File: src/rtl/seven_segment_mux_driver.sv
// Time-multiplexed driver for an N-digit common-anode seven-segment display.
// A shadow copy of the packed nibbles is scanned one digit per refresh slot.
// Segment and digit-enable outputs are active-low and fully registered.
// Each slot opens with a short anti-ghosting window where all anodes are off.
module seven_segment_mux_driver #(
    parameter int NUM_DIGITS   = 3,
    parameter int REFRESH_DIV  = 50000,
    parameter int BLANK_CYCLES = 2,
    parameter int HEX_MODE     = 0,
    parameter int LZ_BLANK     = 1
) (
    input  logic                    i_clk,
    input  logic                    i_rst,
    input  logic [4*NUM_DIGITS-1:0] i_digits,
    input  logic [NUM_DIGITS-1:0]   i_dp,
    input  logic                    i_load,
    input  logic                    i_enable,
    output logic [7:0]              o_sevenSegmentLed,
    output logic [NUM_DIGITS-1:0]   o_digitEnable,
    output logic                    o_frameDone
);

    localparam int IDX_W = (NUM_DIGITS > 1) ? $clog2(NUM_DIGITS) : 1;
    localparam int PRE_W = $clog2(REFRESH_DIV);

    logic [4*NUM_DIGITS-1:0] shadow_digits;
    logic [NUM_DIGITS-1:0]   shadow_dp;
    logic [PRE_W-1:0]        prescaler;
    logic [IDX_W-1:0]        index;

    logic                    slot_end;
    logic                    last_digit;
    logic                    in_blank;
    logic [NUM_DIGITS-1:0]   zero_from;
    logic [3:0]              cur_nib;
    logic                    cur_dp;
    logic                    cur_zero_from;
    logic                    lz_blank;
    logic [7:0]              glyph_code;
    logic [7:0]              seg_next;
    logic [NUM_DIGITS-1:0]   digit_onehot;

    // Active-low glyph table; bit 0 (dp) is always 1 here and merged later.
    function automatic logic [7:0] glyph(input logic [3:0] nib);
        logic [7:0] code;
        case (nib)
            4'h0:    code = 8'b0000_0011;
            4'h1:    code = 8'b1001_1111;
            4'h2:    code = 8'b0010_0101;
            4'h3:    code = 8'b0000_1101;
            4'h4:    code = 8'b1001_1001;
            4'h5:    code = 8'b0100_1001;
            4'h6:    code = 8'b0100_0001;
            4'h7:    code = 8'b0001_1111;
            4'h8:    code = 8'b0000_0001;
            4'h9:    code = 8'b0001_1001;
            4'hA:    code = (HEX_MODE != 0) ? 8'b0001_0001 : 8'hFF;
            4'hB:    code = (HEX_MODE != 0) ? 8'b1100_0001 : 8'hFF;
            4'hC:    code = (HEX_MODE != 0) ? 8'b0110_0011 : 8'hFF;
            4'hD:    code = (HEX_MODE != 0) ? 8'b1000_0101 : 8'hFF;
            4'hE:    code = (HEX_MODE != 0) ? 8'b0110_0001 : 8'hFF;
            default: code = (HEX_MODE != 0) ? 8'b0111_0001 : 8'hFF;
        endcase
        return code;
    endfunction

    assign slot_end   = (prescaler == PRE_W'(REFRESH_DIV - 1));
    assign last_digit = (index == IDX_W'(NUM_DIGITS - 1));

    generate
        if (BLANK_CYCLES == 0) begin : g_no_blank
            assign in_blank = 1'b0;
        end else begin : g_blank
            assign in_blank = (prescaler < PRE_W'(BLANK_CYCLES));
        end
    endgenerate

    // Capture new display contents; loads are honoured even while disabled.
    always_ff @(posedge i_clk or posedge i_rst) begin
        if (i_rst) begin
            shadow_digits <= '0;
            shadow_dp     <= '0;
        end else if (i_load) begin
            shadow_digits <= i_digits;
            shadow_dp     <= i_dp;
        end
    end

    // Slot prescaler and digit index; both freeze while the scan is disabled.
    always_ff @(posedge i_clk or posedge i_rst) begin
        if (i_rst) begin
            prescaler <= '0;
            index     <= '0;
        end else if (i_enable) begin
            if (slot_end) begin
                prescaler <= '0;
                index     <= last_digit ? '0 : index + IDX_W'(1);
            end else begin
                prescaler <= prescaler + PRE_W'(1);
            end
        end
    end

    // zero_from[k] is set when digit k and every digit above it are zero.
    always_comb begin
        logic        acc;
        int unsigned k;
        zero_from = '0;
        acc       = 1'b1;
        for (int unsigned j = 0; j < NUM_DIGITS; j++) begin
            k            = NUM_DIGITS - 1 - j;
            acc          = acc & (shadow_digits[4*k +: 4] == 4'h0);
            zero_from[k] = acc;
        end
    end

    // Select the shadow nibble, dp and leading-zero flag for the current index.
    always_comb begin
        cur_nib       = '0;
        cur_dp        = 1'b0;
        cur_zero_from = 1'b0;
        for (int unsigned k = 0; k < NUM_DIGITS; k++) begin
            if (index == IDX_W'(k)) begin
                cur_nib       = shadow_digits[4*k +: 4];
                cur_dp        = shadow_dp[k];
                cur_zero_from = zero_from[k];
            end
        end
    end

    // Build the next segment byte; dp survives leading-zero blanking.
    always_comb begin
        lz_blank     = (LZ_BLANK != 0) && (index != '0) && cur_zero_from;
        glyph_code   = glyph(cur_nib);
        seg_next     = {(lz_blank ? 7'h7F : glyph_code[7:1]), ~cur_dp};
        digit_onehot = NUM_DIGITS'(1) << index;
    end

    // Registered pin drivers; everything goes dark while the scan is disabled.
    always_ff @(posedge i_clk or posedge i_rst) begin
        if (i_rst) begin
            o_sevenSegmentLed <= 8'hFF;
            o_digitEnable     <= '1;
            o_frameDone       <= 1'b0;
        end else if (i_enable) begin
            o_sevenSegmentLed <= seg_next;
            o_digitEnable     <= in_blank ? '1 : ~digit_onehot;
            o_frameDone       <= slot_end && last_digit;
        end else begin
            o_sevenSegmentLed <= 8'hFF;
            o_digitEnable     <= '1;
            o_frameDone       <= 1'b0;
        end
    end

endmodule

File: config.mk
export PLATFORM = sky130hd
export DESIGN_NAME = seven_segment_mux_driver
export DESIGN_NICKNAME = d
export VERILOG_FILES = /design/src/rtl/seven_segment_mux_driver.sv
export SDC_FILE = /design/constraint.sdc
export NUM_CORES = 1
export LEC_CHECK = 0
export ABC_AREA = 1
export BUFFER_PORTS_ARGS = -buffer_cell sky130_fd_sc_hd__buf_2
export CORE_ASPECT_RATIO = 0.8
export CORE_MARGIN = 2
export CORE_UTILIZATION = 55
export DETAILED_ROUTE_END_ITERATION = 8
export MAX_ROUTING_LAYER = met4
export PLACE_DENSITY = 0.89
export SYNTH_ARGS = -nofsm -noshare
export SYNTH_HDL_FRONTEND = slang
export SYNTH_SLANG_ARGS = --single-unit
File: constraint.sdc
create_clock -name i_clk -period 1.9 [get_ports i_clk]
set_input_delay 0.095 -clock i_clk [delete_from_list [all_inputs] [get_ports i_clk]]
set_output_delay 0.095 -clock i_clk [all_outputs]
set_load 0.02 [all_outputs]
== Word level (Yosys, flattened, before mapping) ==
Memory sizes are Yosys's and may differ from the RTL's.
Index checks and enable logic that the tools add are counted.

* Eq/ne operators: 3
* Muxes and demuxes: 16
* Magnitude comparators: 1
* Shift-type cells: 1
* Reductions and logical operators: 8
* Bitwise gates (word level): 4
* Add/subtract/negate cells: 2

{| class="wikitable"
|+ Operators by type and width
! kind !! count
|-
| 16-bit by 1-bit adder with 16-bit output, second input constant || 1
|-
| 16-bit equality test, second input constant || 1
|-
| 16-bit by 2-bit < comparator with 1-bit output, second input constant || 1
|-
| 16-bit 2-to-1 mux || 1
|-
| 4-bit zero test || 3
|-
| 4-bit 2-to-1 mux || 3
|-
| 8-bit 2-to-1 mux || 1
|-
| 1-bit 2-to-1 mux || 7
|-
| 7-bit 2-to-1 mux || 1
|-
| 3-bit 2-to-1 mux || 2
|-
| 3-bit inverter || 1
|-
| 1-bit by 2-bit left shift with 3-bit output, first input constant || 1
|-
| 2-bit by 1-bit adder with 2-bit output, second input constant || 1
|-
| 1-bit AND || 2
|-
| 2-bit by 1-bit equality test with 1-bit output, second input constant || 1
|-
| 2-bit equality test, second input constant || 1
|-
| 1-bit logical AND || 2
|-
| 2-bit zero test || 1
|-
| 2-bit 2-to-1 mux || 1
|-
| 2-bit AND reduction || 1
|-
| 2-bit nonzero test || 1
|-
| 1-bit inverter || 1
|}

* Bits of input ports: 19
* Bits in read-only memories: 112
* Output and inout bits: 12
* Flip-flop bits (word level): 45
* Logic and storage cells: 43
* Memories kept: 1

{| class="wikitable"
|+ Memory list
! name !! depth !! width !! rd ports !! clocked after memory_dff !! write ports !! RTL line !! RTL
|-
| (no name shown) || 16 || 7 || 1 || 0 || 0 || 46 || <nowiki>case (nib)</nowiki>
|}

== Depth between registers and ports, before layout ==
* Word-level depth: 9
* Depth in mapped cells: 11
* Mapped depth without buffers: 11

== Worst setup path after synthesis ==
Ideal clock, no wire load.

* Path type: reg-to-reg
* From: register index[0]
* To: register o_sevenSegmentLed[1]
* Arrival time: 1.488 ns
* Cell stages (with the launch flop): 12
* Slack: 0.321 ns
* Clock period less this slack: 1.579 ns
* Path buffers: 0
* Cell sequence: dfrtp_1 > inv_2 > nor2_2 > inv_2 > nor2_1 > nor2_1 > inv_1 > ha_1 > inv_1 > nand2_1 > nand3_1 > nand3_2

* Cells in the longest elaborated chain, start to end: 7
* Elaborated cells on any way between the ends: 14

{| class="wikitable"
|+ RTL lines
! element !! RTL line !! RTL
|-
| start: declaration || 29 || <nowiki>logic [IDX_W-1:0] index;</nowiki>
|-
| start signal: assignment || 97 || <nowiki>index <= last_digit ? '0 : index + IDX_W'(1);</nowiki>
|-
| 2-bit zero test || 123 || <nowiki>if (index == IDX_W'(k)) begin</nowiki>
|-
| 4-bit 2-to-1 mux or 1-bit 2-to-1 mux (tied branches) (3 in series) || 123 ||
|-
| memory read 16 x 7 bit or 1-bit logical AND (tied branches) || n/a ||
|-
| 7-bit 2-to-1 mux (*) || 135 || <nowiki>seg_next = {(lz_blank ? 7'h7F : glyph_code[7:1]), ~cur_dp};</nowiki>
|-
| 8-bit 2-to-1 mux (*) || 145 || <nowiki>end else if (i_enable) begin</nowiki>
|-
| end signal: assignment || 146 || <nowiki>o_sevenSegmentLed <= seg_next;</nowiki>
|-
| end: declaration || 18 || <nowiki>output logic [7:0] o_sevenSegmentLed,</nowiki>
|}

Every way passes the cells marked *; elsewhere a longest branch is shown, timed or not.
A chain may end at the register's enable or synchronous reset.

== Worst setup path after layout ==
* From: register index[0]
* To: register o_sevenSegmentLed[7]

Same word-level chain as after synthesis.

==> results.json <==
{
  "status": "finished clean",
  "final_min_period_over_clock_period_pct": 90.4,
  "worst-endpoint-arrival_ps": 1950,
  "place_congestion": 0.944,
  "wire_per_inst_microns": 12.8,
  "critical_path.startpoint_type": "flip-flop",
  "dpl_worst_slack_ps": 120,
  "synth_enable_flop_cells": 0,
  "setup_tns_ps": 0,
  "boundaryPins": 31,
  "cts.reportedPaths.clkPinSlew_ps": 90,
  "postSynthRegisterBits": 45,
  "synth_top_cell_by_area": "dfrtp_1",
  "cts_num_sinks": 45,
  "starting_density_pct": 56.9,
  "finalHoldViolations": 0,
  "largest_net_degree_at_the_start_of_global_routing": 46,
  "yosysWarningCount": 0,
  "area_growth_pct": 17.3,
  "synthesis.instances": 291,
  "finalSetupViolations": 0,
  "power_frac_clock_pct": 21.3,
  "clockBufferDepth": 2,
  "final.setup_skew_ps": 7.73,
  "worst-slew-pin-transition_ps": 564,
  "final_cells": 390,
  "port_buffers": 30,
  "grt_overflow": 0,
  "final.setup.worst_slack_ps": 183,
  "rsz0062_at_grt": "false",
  "syn-cell-area_sq_um": 2360,
  "drcViolationCount": 0,
  "first_pass_iters": 4,
  "mostFrequentLayoutCells": "62 x nand2_1, 39 x inv_1, 35 x nand3_1",
  "hold_class": "in -> reg",
  "grt_pass1_vias": 1975,
  "maxSlewViolCount": 0,
  "die-width_microns": 77.3,
  "ctsHtreeMaxLevel": 2,
  "internal-power_mw": 2.13,
  "worstSetupEndpointType": "flip-flop",
  "worstSkewPairLatency_ps": 310,
  "cts.repair_timing.setup_buffer_count": 0,
  "cells_taking_the_most_area_after_synthesis": "dfrtp_1 36%, dfstp_2 12%, nand2_1 9.9%, nand3_1 7.4%, inv_1 6.4%",
  "drv.max_cap_violation_count": 0,
  "switching_power_mw": 1.46,
  "cp_max_fo": 7,
  "cts_tree": "yes",
  "wire_length_of_the_first_global_routing_pass_mm": 8.63,
  "power_frac_seq_pct": 41.1,
  "placement_rows": 21,
  "detail-route-antenna-nets": 0,
  "drive_gt1_share_pct": 24.0,
  "post-place-cells": 375,
  "numCtsBuffers": 5,
  "clk_root_buffer_cell": "clkbuf_8",
  "drt-total-wl_mm": 4.99,
  "synth_flop_cell": "dfrtp_1",
  "synthesis.area_per_instance_sq_um": 8.11,
  "post-route-min-period_ps": 1720,
  "power.density_nw_per_um2": 1300,
  "asyncSetResetFlopFracSynth_pct": 100,
  "critPathRequiredTime_ps": 2130,
  "height_of_the_die_microns": 62.6,
  "synthDominantCellAreaShare_pct": 36.0,
  "finalNetCount": 358,
  "hpwlAfterDp_mm": 3.54,
  "num_antenna_cells": 0,
  "die_ar_sq_um": 4840,
  "seq_area_frac_synth_pct": 48.3,
  "grtUsageTotal_pct": 23.3,
  "path_class": "reg -> reg",
  "max_clock_freq_ghz": 0.582,
  "via_density_per_instance": 5.21,
  "route.vias.total": 2033,
  "grt_antenna_before_repair": 0,
  "cellLeakagePower_nw": 1.41,
  "drt_iter0_markers": 153,
  "relSlewSlack_pct": 62.4,
  "swShare_pct": 40.7,
  "vdd_ir_drop_max_uv": 826,
  "core_area_sq_um": 4150,
  "post_synth_num_cell_types": 27,
  "mostFrequentLayoutCell": "nand2_1",
  "combPwrFrac_pct": 37.6,
  "net_count_synth": 317
}
==> through the flow <==
stage	power (mW)	utilization [%]	hold slack, ps	cell area, sq um
6_report	3.59	66.7	9.02	2770
3_5_place_dp	2.79	62.0	264	2570
3_3_place_gp	2.73	62.0	256	2570
4_1_cts	3.58	66.3	1.74	2750
2_1_floorplan	2.45	-	212	2360
5_1_grt	3.85	66.7	6.11	2770
==> routing by layer <==
layer  part of all wire (%)  track usage [%]  wire (microns)  vias up
li1                       -                -               -     1005
met1                     46             29.3            2270      950
met2                     48             37.3            2380       68
met3                    5.2             5.06             258       10
met5                      0                -               0        -
met4                    1.6             8.93              80        0
==> cell type report <==
type                       instances  area [sq um]
timing repair buffer              38           228
clock inverter                     3          50.0
tap                               57          71.3
inverter                          45           169
fill                             339          1380
sequential                        45          1140
multi-input combinational        197          1040
clock buffer                       5          68.8
==> cell usage after synthesis, types with 3 or more instances <==
cell type,instances
nand2_1,62
inv_1,40
nand3_1,35
dfrtp_1,34
nor2_1,34
o21ai_0,14
dfstp_2,11
nand4_1,8
nor2_2,8
ha_1,7
mux2_2,7
inv_2,5
nor3_1,4
nand2_2,3
==> state kept, by name, summed over array words and instances (netlist names) <==
name and count:
o_digitEnable 3, shadow_digits 12, shadow_dp 3, o_sevenSegmentLed 8, prescaler 16, o_frameDone 1, index 2
==> worst paths after layout <==
check | startpoint | endpoint | slack, ps | cells after the start
worst min-delay path | i_digits[8] | shadow_digits[8] | 9 | 2
worst max-delay path | index[0] | o_sevenSegmentLed[7] | 180 | 10
max in group asynchronous | i_rst | o_sevenSegmentLed[3] | 1050 | 4
min in group asynchronous | i_rst | prescaler[3] | 450 | 4
worst max register to register | index[0] | o_sevenSegmentLed[7] | 180 | 10
worst min register to register | shadow_digits[2] | shadow_digits[2] | 520 | 1
==> cell families (layout without fill, tap and decap cells) <==
logic type / after synthesis / count (layout) / synth area share [%]
adder cells (fa/ha/maj): 7 / 7 / 3.71
AND/OR/NAND/NOR: 160 / 160 / 31.1
multiplexers: 7 / 7 / 3.34
XOR/XNOR: 4 / 4 / 1.48
AO/OA/AOI/OAI: 19 / 19 / 4.19
buffers and inverters: 49 / 91 / 7.90
flip-flops: 45 / 45 / 48.3
==> repair_timing <==
action | 4_1_cts | 5_1_grt
hold buffers | 6 | 1
endpoints found under the hold margin | 39 | 1
gates resized for setup | 0 | 2
setup endpoints to repair | 0 | 6
==> worst max-delay path, stage by stage (launching register included) <==
cell	delay, ps
dfrtp_1	480
inv_2	110
nor2_2	160
inv_2	60
nor2_1	190
nor2_4	90
ha_1	230
inv_1	80
nand2_1	60
nand3_1	90
nand3_1	80
==> power groups by stage <==
stage	combinational, mW	sequential, mW	clock, mW
2_1_floorplan	0.899	1.55	0
3_3_place_gp	1.25	1.48	0
3_5_place_dp	1.29	1.49	0
4_1_cts	1.33	1.47	0.777
5_1_grt	1.51	1.51	0.821
6_report	1.35	1.47	0.765
Note: power is estimated with default switching activity, not from simulation.
